## config.mk

```make
export PLATFORM = sky130hd
export DESIGN_NAME = fetch_queue_flat
export DESIGN_NICKNAME = d
export VERILOG_FILES = /design/src/rtl/fetch_queue_if.sv /design/src/rtl/fetch_queue.sv /design/src/flat_wrapper.sv
export SDC_FILE = /design/constraint.sdc
export NUM_CORES = 1
export LEC_CHECK = 0
export CAP_MARGIN = 20
export CORE_MARGIN = 8
export CORE_UTILIZATION = 63
export CTS_BUF_LIST = sky130_fd_sc_hd__clkbuf_4 sky130_fd_sc_hd__clkbuf_8
export DETAILED_ROUTE_END_ITERATION = 8
export GPL_TIMING_DRIVEN = 0
export PLACE_DENSITY = 0.87
export SLEW_MARGIN = 30
export SYNTH_ARGS = -nofsm -noshare
export SYNTH_HDL_FRONTEND = slang
export SYNTH_SLANG_ARGS = --single-unit
```

## constraint.sdc

```tcl
create_clock -name clk -period 6.84 [get_ports clk]
set_input_delay 1.368 -clock clk [delete_from_list [all_inputs] [get_ports clk]]
set_output_delay 1.368 -clock clk [all_outputs]
set_load 0.05 [all_outputs]
```

## src/rtl/fetch_queue_if.sv

```systemverilog
// Instruction-memory request/response bundle between the fetch front end
// (master) and instruction memory (slave).
interface fetch_queue_if;
    logic        imem_req;
    logic [31:0] imem_addr;
    logic        imem_gnt;
    logic        imem_rvalid;
    logic [31:0] imem_rdata;

    modport master (
        output imem_req,
        output imem_addr,
        input  imem_gnt,
        input  imem_rvalid,
        input  imem_rdata
    );

    modport slave (
        input  imem_req,
        input  imem_addr,
        output imem_gnt,
        output imem_rvalid,
        output imem_rdata
    );
endinterface

```

## src/rtl/fetch_queue.sv

```systemverilog
// Fetch front end: owns the fetch PC, issues word requests to instruction
// memory under a credit limit, buffers returned instructions in an in-order
// prefetch queue and presents the head entry to Decode. A redirect flushes the
// queue and marks every in-flight response as stale so it is discarded.
module fetch_queue #(
    parameter int          DEPTH    = 4,
    parameter logic [31:0] RESET_PC = 32'h0000_0000
) (
    input  logic                 clk,
    input  logic                 reset,
    fetch_queue_if.master        imem,
    input  logic                 StallF,
    input  logic                 RedirectE,
    input  logic [31:0]          RedirectPC,
    output logic [31:0]          PCF,
    output logic [31:0]          InstrF,
    output logic                 ValidF
);

    localparam int AW = $clog2(DEPTH);
    localparam int CW = AW + 1;

    typedef logic [AW-1:0] ptr_t;
    typedef logic [CW-1:0] cnt_t;

    localparam ptr_t PTR_ONE   = ptr_t'(1);
    localparam cnt_t CNT_ONE   = cnt_t'(1);
    localparam cnt_t CNT_DEPTH = cnt_t'(DEPTH);

    logic [31:0] r_fetchPc;
    logic [31:0] r_qPc    [DEPTH];
    logic [31:0] r_qInstr [DEPTH];
    ptr_t        r_rdPtr;
    ptr_t        r_wrPtr;
    cnt_t        r_occ;
    cnt_t        r_inflight;
    cnt_t        r_drop;

    logic [31:0] r_tagPc  [DEPTH];
    ptr_t        r_tagRd;
    ptr_t        r_tagWr;

    logic [CW:0] w_credit;
    logic        w_req;
    logic        w_grant;
    logic        w_valid;
    logic        w_pop;
    logic        w_push;
    logic        w_respDrop;
    logic        w_unusedPcBits;

    // Issue, pop and response-disposition decisions for the current cycle
    always_comb begin
        w_credit       = {1'b0, r_occ} + {1'b0, r_inflight};
        w_req          = reset & ~RedirectE & (w_credit < {1'b0, CNT_DEPTH});
        w_grant        = w_req & imem.imem_gnt;
        w_valid        = (r_occ != '0);
        w_pop          = w_valid & ~StallF & ~RedirectE;
        w_push         = imem.imem_rvalid & ~RedirectE & (r_drop == '0);
        w_respDrop     = imem.imem_rvalid & ~RedirectE & (r_drop != '0);
        w_unusedPcBits = ^RedirectPC[1:0];
    end

    // Fetch PC, queue pointers and the occupancy/in-flight/drop counters
    always_ff @(posedge clk or negedge reset) begin
        if (!reset) begin
            r_fetchPc  <= RESET_PC;
            r_rdPtr    <= '0;
            r_wrPtr    <= '0;
            r_occ      <= '0;
            r_inflight <= '0;
            r_drop     <= '0;
            r_tagRd    <= '0;
            r_tagWr    <= '0;
        end else begin
            r_inflight <= r_inflight + cnt_t'(w_grant) - cnt_t'(imem.imem_rvalid);
            if (w_grant) begin
                r_tagWr <= r_tagWr + PTR_ONE;
            end
            if (imem.imem_rvalid) begin
                r_tagRd <= r_tagRd + PTR_ONE;
            end
            if (RedirectE) begin
                r_fetchPc <= {RedirectPC[31:2], 2'b00};
                r_rdPtr   <= '0;
                r_wrPtr   <= '0;
                r_occ     <= '0;
                r_drop    <= r_inflight - cnt_t'(imem.imem_rvalid);
            end else begin
                if (w_grant) begin
                    r_fetchPc <= r_fetchPc + 32'd4;
                end
                if (w_pop) begin
                    r_rdPtr <= r_rdPtr + PTR_ONE;
                end
                if (w_push) begin
                    r_wrPtr <= r_wrPtr + PTR_ONE;
                end
                r_occ <= r_occ + cnt_t'(w_push) - cnt_t'(w_pop);
                if (w_respDrop) begin
                    r_drop <= r_drop - CNT_ONE;
                end
            end
        end
    end

    // Storage: request PC tags on grant, {pc, instr} entries on a kept response
    always_ff @(posedge clk) begin
        if (w_grant) begin
            r_tagPc[r_tagWr] <= r_fetchPc;
        end
        if (w_push) begin
            r_qPc[r_wrPtr]    <= r_tagPc[r_tagRd];
            r_qInstr[r_wrPtr] <= imem.imem_rdata;
        end
    end

    // Memory-side and Decode-side outputs; the head is zeroed when empty
    always_comb begin
        imem.imem_req  = w_req;
        imem.imem_addr = r_fetchPc;
        ValidF         = w_valid;
        PCF            = w_valid ? r_qPc[r_rdPtr]    : 32'h0;
        InstrF         = w_valid ? r_qInstr[r_rdPtr] : 32'h0;
    end

endmodule

```

## src/flat_wrapper.sv

```systemverilog
// flat-port wrapper written by rule: the top's interface ports become plain ports
module fetch_queue_flat 
#(
    parameter int          DEPTH    = 4,
    parameter logic [31:0] RESET_PC = 32'h0000_0000
)
  (clk, reset, StallF, RedirectE, RedirectPC, PCF, InstrF, ValidF, imem_imem_req, imem_imem_addr, imem_imem_gnt, imem_imem_rvalid, imem_imem_rdata);
  fetch_queue_if imem_i ();
  input  logic clk;
  input  logic reset;
  input  logic StallF;
  input  logic RedirectE;
  input  logic [31:0] RedirectPC;
  output logic [31:0] PCF;
  output logic [31:0] InstrF;
  output logic ValidF;
  output wire logic [$bits(imem_i.imem_req)-1:0] imem_imem_req;
  output wire logic [$bits(imem_i.imem_addr)-1:0] imem_imem_addr;
  input wire logic [$bits(imem_i.imem_gnt)-1:0] imem_imem_gnt;
  input wire logic [$bits(imem_i.imem_rvalid)-1:0] imem_imem_rvalid;
  input wire logic [$bits(imem_i.imem_rdata)-1:0] imem_imem_rdata;
  assign imem_imem_req = imem_i.imem_req;
  assign imem_imem_addr = imem_i.imem_addr;
  assign imem_i.imem_gnt = imem_imem_gnt;
  assign imem_i.imem_rvalid = imem_imem_rvalid;
  assign imem_i.imem_rdata = imem_imem_rdata;
  fetch_queue #(.DEPTH(DEPTH), .RESET_PC(RESET_PC)) u_core (.clk(clk), .reset(reset), .imem(imem_i), .StallF(StallF), .RedirectE(RedirectE), .RedirectPC(RedirectPC), .PCF(PCF), .InstrF(InstrF), .ValidF(ValidF));
endmodule
```

==> summary.md <==
| Metric | Value |
|---|---|
| Clock Power Share | `0.245` |
| GP Congestion | `0.885` |
| CTS resizes | `0` |
| Cell count after synthesis | `885` |
| Vias per cell | `5.95` |
| Remaining DRCs | `0` |
| Crit share post-route | `0.708` |
| Port Buf Inserts | `approximately 160` |
| Synth Area in Simple Gates | `0.0700` |
| Delay of the slowest cell on the worst path | `0.73 ns` |
| Top Ports | `about 170` |
| Routed WL | `33.6 mm` |
| Max frequency | `206 MHz` |
| Std cell rows | `59` |
| Starting Density | `0.641` |
| Chip width | `179 microns` |
| Main combinational cell family by area after synthesis | `multiplexers` |
| Hold Buf Count CTS | `0` |
| Most common cell in the netlist | `edfxtp_1` |
| Slew Limit Fails | `0` |
| Post-synthesis adder-cell area fraction | `0.0167` |
| Diodes inserted | `0` |
| Top cells by area, synth | `edfxtp_1, mux4_2, dfrtp_1` |
| Worst Setup Start Kind | `flip-flop` |
| Setup Buffers After CTS | `0` |
| Hpwl dp | `23.1 mm` |
| CTS Buf Count | `61` |
| Max-cap violations | `0` |
| Slew @ Worst Pin | `0.839 ns` |
| Via count of the routed design | `slightly below 9000` |
| Synth cell types | `56` |
| Syn avg cell area | `18.8 sq um` |
| Reg clk slew, reported paths | `0.06 ns` |
| Fin Setup TNS | `0 ns` |
| Final Hold Viols | `0` |
| Compound-Gate Fraction of Synth Area | `0.0259` |
| Grt ovf | `0` |
| Critical path required time | `between 5 and 6 ns` |
| Synth Cell Area | `16600 sq um` |
| Post-synth top area cell | `edfxtp_1` |
| Top FF cell, synth | `edfxtp_1` |
| H-tree depth | `2` |
| First-pass GRT wire length | `53.0 mm` |
| Layout Nets | `1212` |
| Post-DRT Antenna Nets | `0` |
| Cell Chain, Critical Path | `nor3_1, clkbuf_1, clkbuf_1, nor2b_1, clkdlybuf4s50_1` |
| DR WL/cell | `22.4 microns` |
| Crit path max-delay cell type | `clkdlybuf4s50_1` |
| Overall Power | `0.00765 W` |
| Core footprint | `about 26000 sq um` |
| Largest net degree at the start of global routing | `41` |
| Top cells by count, synth | `edfxtp_1, mux4_2, nor2b_1` |
| Pwr/cell area | `381 nW/um^2` |
| CTS Sinks | `415` |
| Seq cells post-synth | `a little over 400` |
| Peak VDD IR | `0.263 mV` |
| Worst-path fanout max | `10` |
| 1st-iter DRT viols | `615` |
| Worst setup EP type | `output port` |
| Share of layout cells above drive strength 1 | `0.205` |
| Clock Latency Late Sink | `about 0.59 ns` |
| Final worst path period need | `4.84 ns` |
| Area growth syn-to-layout | `20.5%` |
| Outcome | `complete, no violations` |
| WP data arrival | `3.48 ns` |
| Sw Share | `0.336` |
| Post-synth ARST share | `0.113` |
| Worst Skew | `about 0.02 ns` |
| Unrepaired setup endpoints after global routing | `false` |
| Die height | `179 microns` |
| Deepest clock path buffer count | `3` |
| GRT Overall Usage | `0.217` |
| Finish-stage setup viols | `0` |
| Pint | `just over 0.005 W` |
| Sequential cell area fraction in the yosys report | `0.735` |
| Top cell type's share of synthesized area | `0.664` |
| Root Driver | `clkbuf_8` |
| Xor and xnor area share after synthesis | `0.00684` |
| Yosys warns | `0` |
| Multiplexer share of the synthesized area | `0.126` |
| CTS tree | `built` |
| Leak | `6.74 nW` |
| Hold Path Class | `reg2reg` |
| Psw | `0.00257 W` |
| Relative slew slack | `0.441` |
| Die area | `31900 sq um` |
| Drt pass-1 iters | `7` |
| Sequential Power Share | `0.417` |
| Post-synth EDFFs | `368` |
| CP dominant cell by count | `clkbuf_1` |
| Final core occ | `0.772` |
| Crit path kind | `reg2out` |
| Number of global-route vias before repair | `9532` |
| Part of the power in combinational logic | `0.338` |
| Initial antenna violation count | `0` |
## state kept, by name (all words and copies together) (netlist names)
name and count:
u_core.r_occ 3, u_core.r_tagWr 2, u_core.imem.imem_addr 30, u_core.r_tagPc 120
u_core.r_tagRd 2, u_core.r_qInstr 128, u_core.r_inflight 3, u_core.r_qPc 120
u_core.r_rdPtr 2, u_core.r_drop 3, u_core.r_wrPtr 2
## power groups by stage
| stage | Clock (W) | Combinational [W] | Sequential (W) |
|---|---|---|---|
| floorplan | 0 | 0.00173 | 0.00328 |
| global placement | 0 | 0.00254 | 0.00323 |
| detailed placement | 0 | 0.00263 | 0.00324 |
| CTS | 0.00190 | 0.00264 | 0.00319 |
| global route | 0.00202 | 0.00276 | 0.00321 |
| finish | 0.00187 | 0.00259 | 0.00319 |
## cell type report
cell class | instances | area [sq um]
Timing Repair Buffer | 170 | 1810
Buffer | 47 | 244
Inverter | 24 | 90.1
Clock inverter | 18 | 105
Sequential cell | 415 | 12200
Tap cell | 335 | 419
Clock buffer | 88 | 1050
Fill cell | 1408 | 5920
Multi-Input combinational cell | 402 | 4110
## kinds of logic after synthesis
logic type	Yosys count
DFF	415
buffers and inverters	71
muxes	94
AOI/OAI and AO/OA	63
and+or+nand+nor	207
other	1
xor gates and xnor gates	13
adders and majority gates	21
## per-layer routing
layer  part of all wire  vias to the layer above  GRT usage
met4              0.013                        0     0.0551
met2               0.51                      366      0.364
met1               0.41                     4542      0.284
met3              0.073                       42     0.0497
met5                  0                        -          0
li1                   -                     3965          -
## stage by stage
step	setup slack, ns	hold WS (ns)	std cells	instance area, sq um
final	2.00	0.564	1499	20100
after global routing	1.76	0.566	1499	20100
after CTS	1.83	0.564	1499	20100
after detailed placement	2.37	0.551	1393	18900
after global placement	0.428	0.543	1384	18700
after floorplan	3.16	0.525	888	16700
## layout by cell type, fill, tap and decap left out, drive strengths merged, types with 2 or more instances in the layout
master / count
edfxtp: 368
clkdlybuf4s50: 160
clkbuf: 111
mux4: 92
nor2b: 63
dfrtp: 47
nand2: 44
buf: 34
nand3: 28
nor2: 25
inv: 24
o21ai: 19
ha: 19
clkinv: 16
o211ai: 13
nand4: 10
and2: 10
xnor2: 8
nor3: 8
a21oi: 6
xor2: 5
o311ai: 5
or4: 4
a31oi: 4
a21o: 4
a221o: 4
conb: 4
and3: 4
or3: 2
a32oi: 2
mux2i: 2
fa: 2
and4: 2
## worst max-delay path, delay by kind of cell (launching register included)
kind                   cells  cell delay (ns)
buffers and inverters      3             1.86
AND/OR/NAND/NOR            2             0.54
flip-flops                 1             0.45
## worst paths after layout
path                                 startpoint                       end  slack (ns)  cells after the start
max                             u_core.r_occ[1]                    PCF[2]        2.00                      5
min                            u_core.r_drop[1]          u_core.r_drop[1]        0.56                      2
max reg2reg                u_core.r_inflight[2]      u_core.r_inflight[2]        3.92                     11
min reg2reg                    u_core.r_drop[1]          u_core.r_drop[1]        0.56                      2
max in group asynchronous                 reset         u_core.r_tagRd[0]        5.78                      2
min in group asynchronous                 reset  u_core.imem.imem_addr[5]        0.60                      1
Power figures use the tool's default switching activity.
